<file path="src/rtl/mem_access_stage.sv">
// MEM stage of the 16-bit MIPS core: data-memory access over req/ack with
// upstream stall, bounded wait and a sticky timeout error flag.
module mem_access_stage #(
  parameter int DATA_W  = 16,
  parameter int REG_AW  = 3,
  parameter int TIMEOUT = 15
) (
  input  logic              clk,
  input  logic              rst_n,
  input  logic              in_valid,
  input  logic              in_MemRead,
  input  logic              in_MemWrite,
  input  logic              in_MemtoReg,
  input  logic              in_RegWrite,
  input  logic [DATA_W-1:0] in_ALUResult,
  input  logic [DATA_W-1:0] in_WriteData,
  input  logic [REG_AW-1:0] in_WriteRegister,
  output logic              stall,
  output logic              dmem_req,
  output logic              dmem_we,
  output logic [DATA_W-1:0] dmem_addr,
  output logic [DATA_W-1:0] dmem_wdata,
  input  logic [DATA_W-1:0] dmem_rdata,
  input  logic              dmem_ack,
  output logic              O_valid,
  output logic              O_MemtoReg,
  output logic [DATA_W-1:0] O_ReadData,
  output logic [DATA_W-1:0] O_ALUResult,
  output logic [REG_AW-1:0] O_WriteRegister,
  output logic              O_RegWrite,
  output logic              err
);

  typedef enum logic {IDLE = 1'b0, WAIT = 1'b1} state_t;

  localparam logic [7:0] CNT_LAST = 8'(TIMEOUT - 1);

  state_t              state_q, state_d;
  logic [7:0]          cnt_q, cnt_d;
  logic                req_q, req_d, we_q, we_d;
  logic [DATA_W-1:0]   addr_q, addr_d, wdata_q, wdata_d;
  logic                lat_m2r_q, lat_m2r_d, lat_rw_q, lat_rw_d;
  logic [DATA_W-1:0]   lat_alu_q, lat_alu_d;
  logic [REG_AW-1:0]   lat_wreg_q, lat_wreg_d;
  logic                o_valid_q, o_valid_d, o_m2r_q, o_m2r_d, o_rw_q, o_rw_d;
  logic [DATA_W-1:0]   o_rd_q, o_rd_d, o_alu_q, o_alu_d;
  logic [REG_AW-1:0]   o_wreg_q, o_wreg_d;
  logic                err_q, err_d;

  logic mem_op, timeout_hit;

  assign mem_op      = in_valid & (in_MemRead | in_MemWrite);
  assign timeout_hit = (cnt_q == CNT_LAST);
  assign stall       = ((state_q == IDLE) & mem_op) | ((state_q == WAIT) & ~dmem_ack);

  always_ff @(posedge clk or negedge rst_n) begin
    if (!rst_n) state_q <= IDLE;
    else        state_q <= state_d;
  end

  always_comb begin
    state_d = state_q;
    case (state_q)
      IDLE:    if (mem_op) state_d = WAIT;
      WAIT:    if (dmem_ack || timeout_hit) state_d = IDLE;
      default: state_d = IDLE;
    endcase
  end

  // Datapath / output next-values; O_valid and O_RegWrite default low so a
  // bubble never carries a register write.
  always_comb begin
    cnt_d      = cnt_q;
    req_d      = req_q;
    we_d       = we_q;
    addr_d     = addr_q;
    wdata_d    = wdata_q;
    lat_m2r_d  = lat_m2r_q;
    lat_rw_d   = lat_rw_q;
    lat_alu_d  = lat_alu_q;
    lat_wreg_d = lat_wreg_q;
    o_valid_d  = 1'b0;
    o_rw_d     = 1'b0;
    o_m2r_d    = o_m2r_q;
    o_rd_d     = o_rd_q;
    o_alu_d    = o_alu_q;
    o_wreg_d   = o_wreg_q;
    err_d      = err_q;
    case (state_q)
      IDLE: begin
        if (mem_op) begin
          req_d      = 1'b1;
          we_d       = in_MemWrite;
          addr_d     = in_ALUResult;
          wdata_d    = in_WriteData;
          lat_m2r_d  = in_MemtoReg;
          lat_rw_d   = in_RegWrite;
          lat_alu_d  = in_ALUResult;
          lat_wreg_d = in_WriteRegister;
          cnt_d      = 8'd0;
        end else if (in_valid) begin
          o_valid_d = 1'b1;
          o_rw_d    = in_RegWrite;
          o_m2r_d   = in_MemtoReg;
          o_rd_d    = '0;
          o_alu_d   = in_ALUResult;
          o_wreg_d  = in_WriteRegister;
        end
      end
      WAIT: begin
        if (dmem_ack || timeout_hit) begin
          req_d     = 1'b0;
          cnt_d     = 8'd0;
          o_valid_d = 1'b1;
          o_m2r_d   = lat_m2r_q;
          o_alu_d   = lat_alu_q;
          o_wreg_d  = lat_wreg_q;
          if (dmem_ack) begin
            o_rw_d = lat_rw_q;
            o_rd_d = we_q ? '0 : dmem_rdata;
          end else begin
            o_rd_d = '0;
            err_d  = 1'b1;
          end
        end else begin
          cnt_d = cnt_q + 8'd1;
        end
      end
      default: ;
    endcase
  end

  always_ff @(posedge clk or negedge rst_n) begin
    if (!rst_n) begin
      cnt_q      <= '0;
      req_q      <= 1'b0;
      we_q       <= 1'b0;
      addr_q     <= '0;
      wdata_q    <= '0;
      lat_m2r_q  <= 1'b0;
      lat_rw_q   <= 1'b0;
      lat_alu_q  <= '0;
      lat_wreg_q <= '0;
      o_valid_q  <= 1'b0;
      o_m2r_q    <= 1'b0;
      o_rd_q     <= '0;
      o_alu_q    <= '0;
      o_wreg_q   <= '0;
      o_rw_q     <= 1'b0;
      err_q      <= 1'b0;
    end else begin
      cnt_q      <= cnt_d;
      req_q      <= req_d;
      we_q       <= we_d;
      addr_q     <= addr_d;
      wdata_q    <= wdata_d;
      lat_m2r_q  <= lat_m2r_d;
      lat_rw_q   <= lat_rw_d;
      lat_alu_q  <= lat_alu_d;
      lat_wreg_q <= lat_wreg_d;
      o_valid_q  <= o_valid_d;
      o_m2r_q    <= o_m2r_d;
      o_rd_q     <= o_rd_d;
      o_alu_q    <= o_alu_d;
      o_wreg_q   <= o_wreg_d;
      o_rw_q     <= o_rw_d;
      err_q      <= err_d;
    end
  end

  assign dmem_req        = req_q;
  assign dmem_we         = we_q;
  assign dmem_addr       = addr_q;
  assign dmem_wdata      = wdata_q;
  assign O_valid         = o_valid_q;
  assign O_MemtoReg      = o_m2r_q;
  assign O_ReadData      = o_rd_q;
  assign O_ALUResult     = o_alu_q;
  assign O_WriteRegister = o_wreg_q;
  assign O_RegWrite      = o_rw_q;
  assign err             = err_q;

endmodule

</file>
<file path="config.mk">
export PLATFORM = sky130hd
export DESIGN_NAME = mem_access_stage
export DESIGN_NICKNAME = d
export VERILOG_FILES = /design/src/rtl/mem_access_stage.sv
export SDC_FILE = /design/constraint.sdc
export NUM_CORES = 1
export LEC_CHECK = 0
export CAP_MARGIN = 0
export CORE_ASPECT_RATIO = 0.9
export CORE_MARGIN = 3
export CORE_UTILIZATION = 35
export CTS_CLUSTER_DIAMETER = 80
export DETAILED_ROUTE_END_ITERATION = 12
export GPL_TIMING_DRIVEN = 0
export PLACE_DENSITY = 0.76
export SYNTH_ARGS = -nofsm -noshare
export SYNTH_HDL_FRONTEND = slang
export SYNTH_SLANG_ARGS = --single-unit
</file>
<file path="constraint.sdc">
create_clock -name clk -period 1.7 [get_ports clk]
set_input_delay 0.51 -clock clk [delete_from_list [all_inputs] [get_ports clk]]
set_output_delay 0.51 -clock clk [all_outputs]
set_load 0.02 [all_outputs]
</file>
# After elaboration in Yosys (flattened, before gate mapping)

Index checks and enable logic that the tools add are counted.
Widths: inputs -> output; s select.

$add $sub $neg: 1
Multiply operators: 0
Div/mod/pow operators: 0
Magnitude comparators: 0
Eq/ne operators: 5
Shift operators: 0
Multiplexer cells: 36
Bitwise logic cells: 7
Reduce and logical (&&, ||, !) cells: 5

Operators with widths:

| operator            | number |
|---|---|
| $mux 16             | 8 |
| $pmux 16 s2         | 2 |
| $mux 8              | 2 |
| $pmux 8 s2          | 1 |
| $mux 1              | 14 |
| $pmux 1 s2          | 5 |
| $mux 3              | 3 |
| $add 8x1->8 const B | 1 |
| $eq 8x4->1 const B  | 1 |
| $ne 2x2->1 const B  | 3 |
| $pmux 3 s2          | 1 |
| $reduce_and 3->1    | 2 |
| $reduce_and 2->1    | 2 |
| $and 1x1->1         | 3 |
| $ne 2x1->1 const B  | 1 |
| $not 1->1           | 2 |
| $or 1x1->1          | 2 |
| $logic_or 1x1->1    | 1 |

Bits in registers: 87
Latch bits: 0
Memory bits (writable): 0
Bits in read-only memories: 0
Input port bits: 59
Output and inout port bits: 74
Memories kept: 0

# Logic depth before layout (Yosys ltp)

Depth in word-level cells: 4
Depth in mapped cells: 8
Depth with buffers taken out: 7

# Worst setup path before layout

No wires, ideal clock.

Path type: input to output
Start: input port in_MemWrite
End: output port stall
Arrival time: 1.380 ns
Slack: -0.190 ns
Cell stages on the path: 5
Path buffers: 2
Path through: or2_1 -> clkbuf_1 -> nand2_1 -> buf_2 -> nand2_1

Longest elaborated chain between the ends: 4

Ends and longest elaborated chain:

| item            | line | text |
|---|---|---|
| start, declared | 12   | `input logic in_MemWrite,` |
| $or 1x1->1      | 52   | `assign mem_op = in_valid & (in_MemRead \| in_MemWrite);` |
| $and 1x1->1     | 52   |  |
| $and 1x1->1     | 54   | `assign stall = ((state_q == IDLE) & mem_op) \| ((state_q == WAIT) & ~dmem_ack);` |
| $or 1x1->1      | 54   |  |
| end, declared   | 18   | `output logic stall,` |

Every way passes these cells.

# Worst setup path in the final report

Start: input port in_valid
End: output port stall

Longest elaborated chain between the ends: 3

Ends and longest elaborated chain:

| item            | line | text |
|---|---|---|
| start, declared | 10   | `input logic in_valid,` |
| $and 1x1->1     | 52   |  |
| $and 1x1->1     | 54   |  |
| $or 1x1->1      | 54   |  |

Every way passes these cells.

==> impl_metrics.env <==
export IMPL_place_gp_congestion=0.730
export IMPL_yosys_top_cells_area="sky130_fd_sc_hd__dfrtp_1, sky130_fd_sc_hd__mux2_2, sky130_fd_sc_hd__o221a_1, sky130_fd_sc_hd__a22o_1, sky130_fd_sc_hd__or3_1"
export IMPL_initial_utilization_pct=36.3
export IMPL_criticalPathCategory="input pin to primary output"
export IMPL_antenna_cells_inserted=0
export IMPL_layout_filler_cells=841
export IMPL_achievable_frequency_ghz=0.538
export IMPL_avgSynthCellArea_um2=13.9
export IMPL_asr_flop_ratio_synth_pct=100
export IMPL_synthCells=256
export IMPL_groute_usage_overall_pct=16.0
export IMPL_clock_sinks=87
export IMPL_finalPower_mw=7.05
export IMPL_cellPowerDensity_nw_per_um2=1270
export IMPL_worstSetupStartpointType="input pin"
export IMPL_delay_of_the_slowest_critical_path_stage_ps=270
export IMPL_synth_seq_area_share_pct=61.3
export IMPL_hold_path_class="input pin to asynchronous set/reset pin"
export IMPL_final_period_minus_worst_setup_slack_ps=1860
export IMPL_finish_net_count=478
export IMPL_required_ps=1190
export IMPL_clock_latency_ps=330
export IMPL_count_of_synthesis_stage_warnings_from_yosys=0
export IMPL_postSynthRegisterBits=87
export IMPL_drcViolationCount=0
export IMPL_clock_tree_buffer_depth=2
export IMPL_die_height_um=102
export IMPL_io_pins=133
export IMPL_global_route_usage_met3_pct=6.15
export IMPL_synth_edff_count=0
export IMPL_ant_nets=0
export IMPL_busiest_layer="met2"
export IMPL_rsz0062_at_grt="true"
export IMPL_firstDrtPassIters=4
export IMPL_maximum_vdd_drop_mv=0.599
export IMPL_crit_top_cell="sky130_fd_sc_hd__nand2_4"
export IMPL_total_leakage_power_nw=2.50
export IMPL_finalHoldViolations=0
export IMPL_fin_skew_ps=7.17
export IMPL_totalWireLength_um=8950
export IMPL_die_area_um2=11400
export IMPL_critPathMaxFanout=4
export IMPL_max_slew_worst_pin_slew_ps=594
export IMPL_synth_largest_area_cell="sky130_fd_sc_hd__dfrtp_1"
export IMPL_r2r_slack_ps=-60
export IMPL_fp_row_count=34
export IMPL_area_growth_pct=56.4
export IMPL_max_cap_viol_count=0
export IMPL_arrival_ps=1350
export IMPL_grt_ovfl_total=0
export IMPL_ys_dominant_reg_cell="sky130_fd_sc_hd__dfrtp_1"
export IMPL_cts_buffer_count=9
export IMPL_maxSlewViolCount=0
export IMPL_die_x_um=112
export IMPL_worst_hold_slack_after_final_layout_ps=111
export IMPL_run_status="finished with violations"
export IMPL_synth_lib_cells_used_distinct=35
export IMPL_drt_wirelength_per_cell_um=16.3
export IMPL_vias_per_std_cell=4.99
export IMPL_grt_pass1_vias=2876
export IMPL_syn_num_nets=317
export IMPL_final_common_cell="sky130_fd_sc_hd__dfrtp_1"
export IMPL_timing_critical_path_to_type="primary output"
export IMPL_layout_drive_gt1_share_pct=22.3
export IMPL_timing_slew_headroom_pct=60.4
export IMPL_timing_critical_path_cells="clkdlybuf4s15_1 > nor2b_4 > nand2_4 > buf_12 > nand2_4 > buf_6"
export IMPL_mostFrequentLayoutCells="sky130_fd_sc_hd__dfrtp_1, sky130_fd_sc_hd__dlygate4sd2_1, sky130_fd_sc_hd__clkdlybuf4s50_1"
export IMPL_violations="setup timing"
export IMPL_timing_critical_path_max_delay_family="buffers and inverters"
export IMPL_htree_num_levels=3
export IMPL_netlist_area_leader_share_pct=61.3
export IMPL_cp_slowest_cell="sky130_fd_sc_hd__clkdlybuf4s15_1"
export IMPL_core_area_um2=9780
export IMPL_register_area_um2=2180
export IMPL_tritoncts="built"
export IMPL_via_count=2734
export IMPL_grt_antenna_before_repair=0
export IMPL_met1_usage_pct=20.5
export IMPL_multi_input_area_um2=1330
export IMPL_post_route_util_pct=56.8
export IMPL_first_pass_grt_wire_length_um=14600
export IMPL_port_buffers=132
export IMPL_post_route_period_util_pct=109
export IMPL_finalSetupViolations=21
export IMPL_crit_buf_inv=3
export IMPL_grt_start_max_net_pins=58
export IMPL_clkTransAtPathRegs_ps=60
export IMPL_finalWorstSetupSlack_ps=-160
export IMPL_drt_first_iter_violations=85
export IMPL_cts_root_buf="sky130_fd_sc_hd__clkbuf_16"
export IMPL_grt_util_met2_pct=26.5
export IMPL_summed_instance_area_of_the_synthesized_netlist_um2=3550
export IMPL_place_hpwl_um=6150
[report_power, final]
group          leakage, nW  switching, mW  internal [mW]
Combinational         1.30           1.15           1.08
Clock                0.145          0.785           1.22
Sequential            1.05          0.268           2.55
[timing repair]
action | in CTS | in global routing
endpoints found under the setup margin | 146 | 50
setup buffers | 10 | 6
hold buffers | 0 | 0
pin swaps | 5 | 7
gates cloned | 0 | 3
resized for setup | 103 | 20
[synth_stat cells (all sizes together) (4+ instances only)]
master,instances
a21oi,5
a22o,17
nand3,5
a21o,4
clkbuf,8
or3,21
nand2,12
dfrtp,87
mux2,37
buf,9
o221a,20
[layout make-up]
type,instances,share of cell area [%]
plain buffers,15,2.57
clock buffers,12,4.62
clock inverters,4,0.968
inverters,2,0.180
multi-input cells,150,23.9
flip-flops and latches,87,39.2
well taps,126,2.84
repair buffers,152,25.7
[path summary, 6_finish.rpt]
path                          start            endpoint  cells past startpoint
max                        in_valid               stall                      6
min in group clk                err                 err                      1
min                           rst_n       dmem_wdata[2]                      1
max reg2reg                cnt_q[1]  O_WriteRegister[0]                      7
min reg2reg                     err                 err                      1
max in group asynchronous     rst_n          O_MemtoReg                      2
[state kept, by name, indices dropped and copies added, names as in the netlist, 3 cells and up]
| name | count |
|---|---|
| cnt_q | 8 |
| dmem_wdata | 16 |
| O_WriteRegister | 3 |
| O_ALUResult | 16 |
| lat_alu_q | 16 |
| O_ReadData | 16 |
| lat_wreg_q | 3 |
[routing by layer]
| layer | wire length [um] | vias to the layer above |
|---|---|---|
| li1 | - | 1286 |
| met1 | 4020 | 1343 |
| met2 | 4200 | 100 |
| met3 | 687 | 5 |
| met4 | 40 | 0 |
| met5 | 0 | - |
[metrics by stage]
stage               setup slack, ps  setup TNS, ps  instance area [um^2]  std cells
global route                   -199          -3340                  5560        548
CTS                            -153           -602                  5430        540
finish                         -160          -1170                  5560        548
detailed placement            -1260         -43130                  5070        515
global placement              -3010        -302910                  5050        514
floorplan                     -11.5          -11.5                  3570        256
[logic make-up (layout without fill, tap and decap cells)]
family	after synthesis	in the layout	share of synthesized area [%]
fa+ha+maj	2	2	0.705
buf+inv	19	185	2.82
simple gates	53	53	8.60
compound gates	58	58	14.8
mux	37	37	11.7
flops	87	87	61.3
No activity file was read; power rests on OpenSTA's default activity.
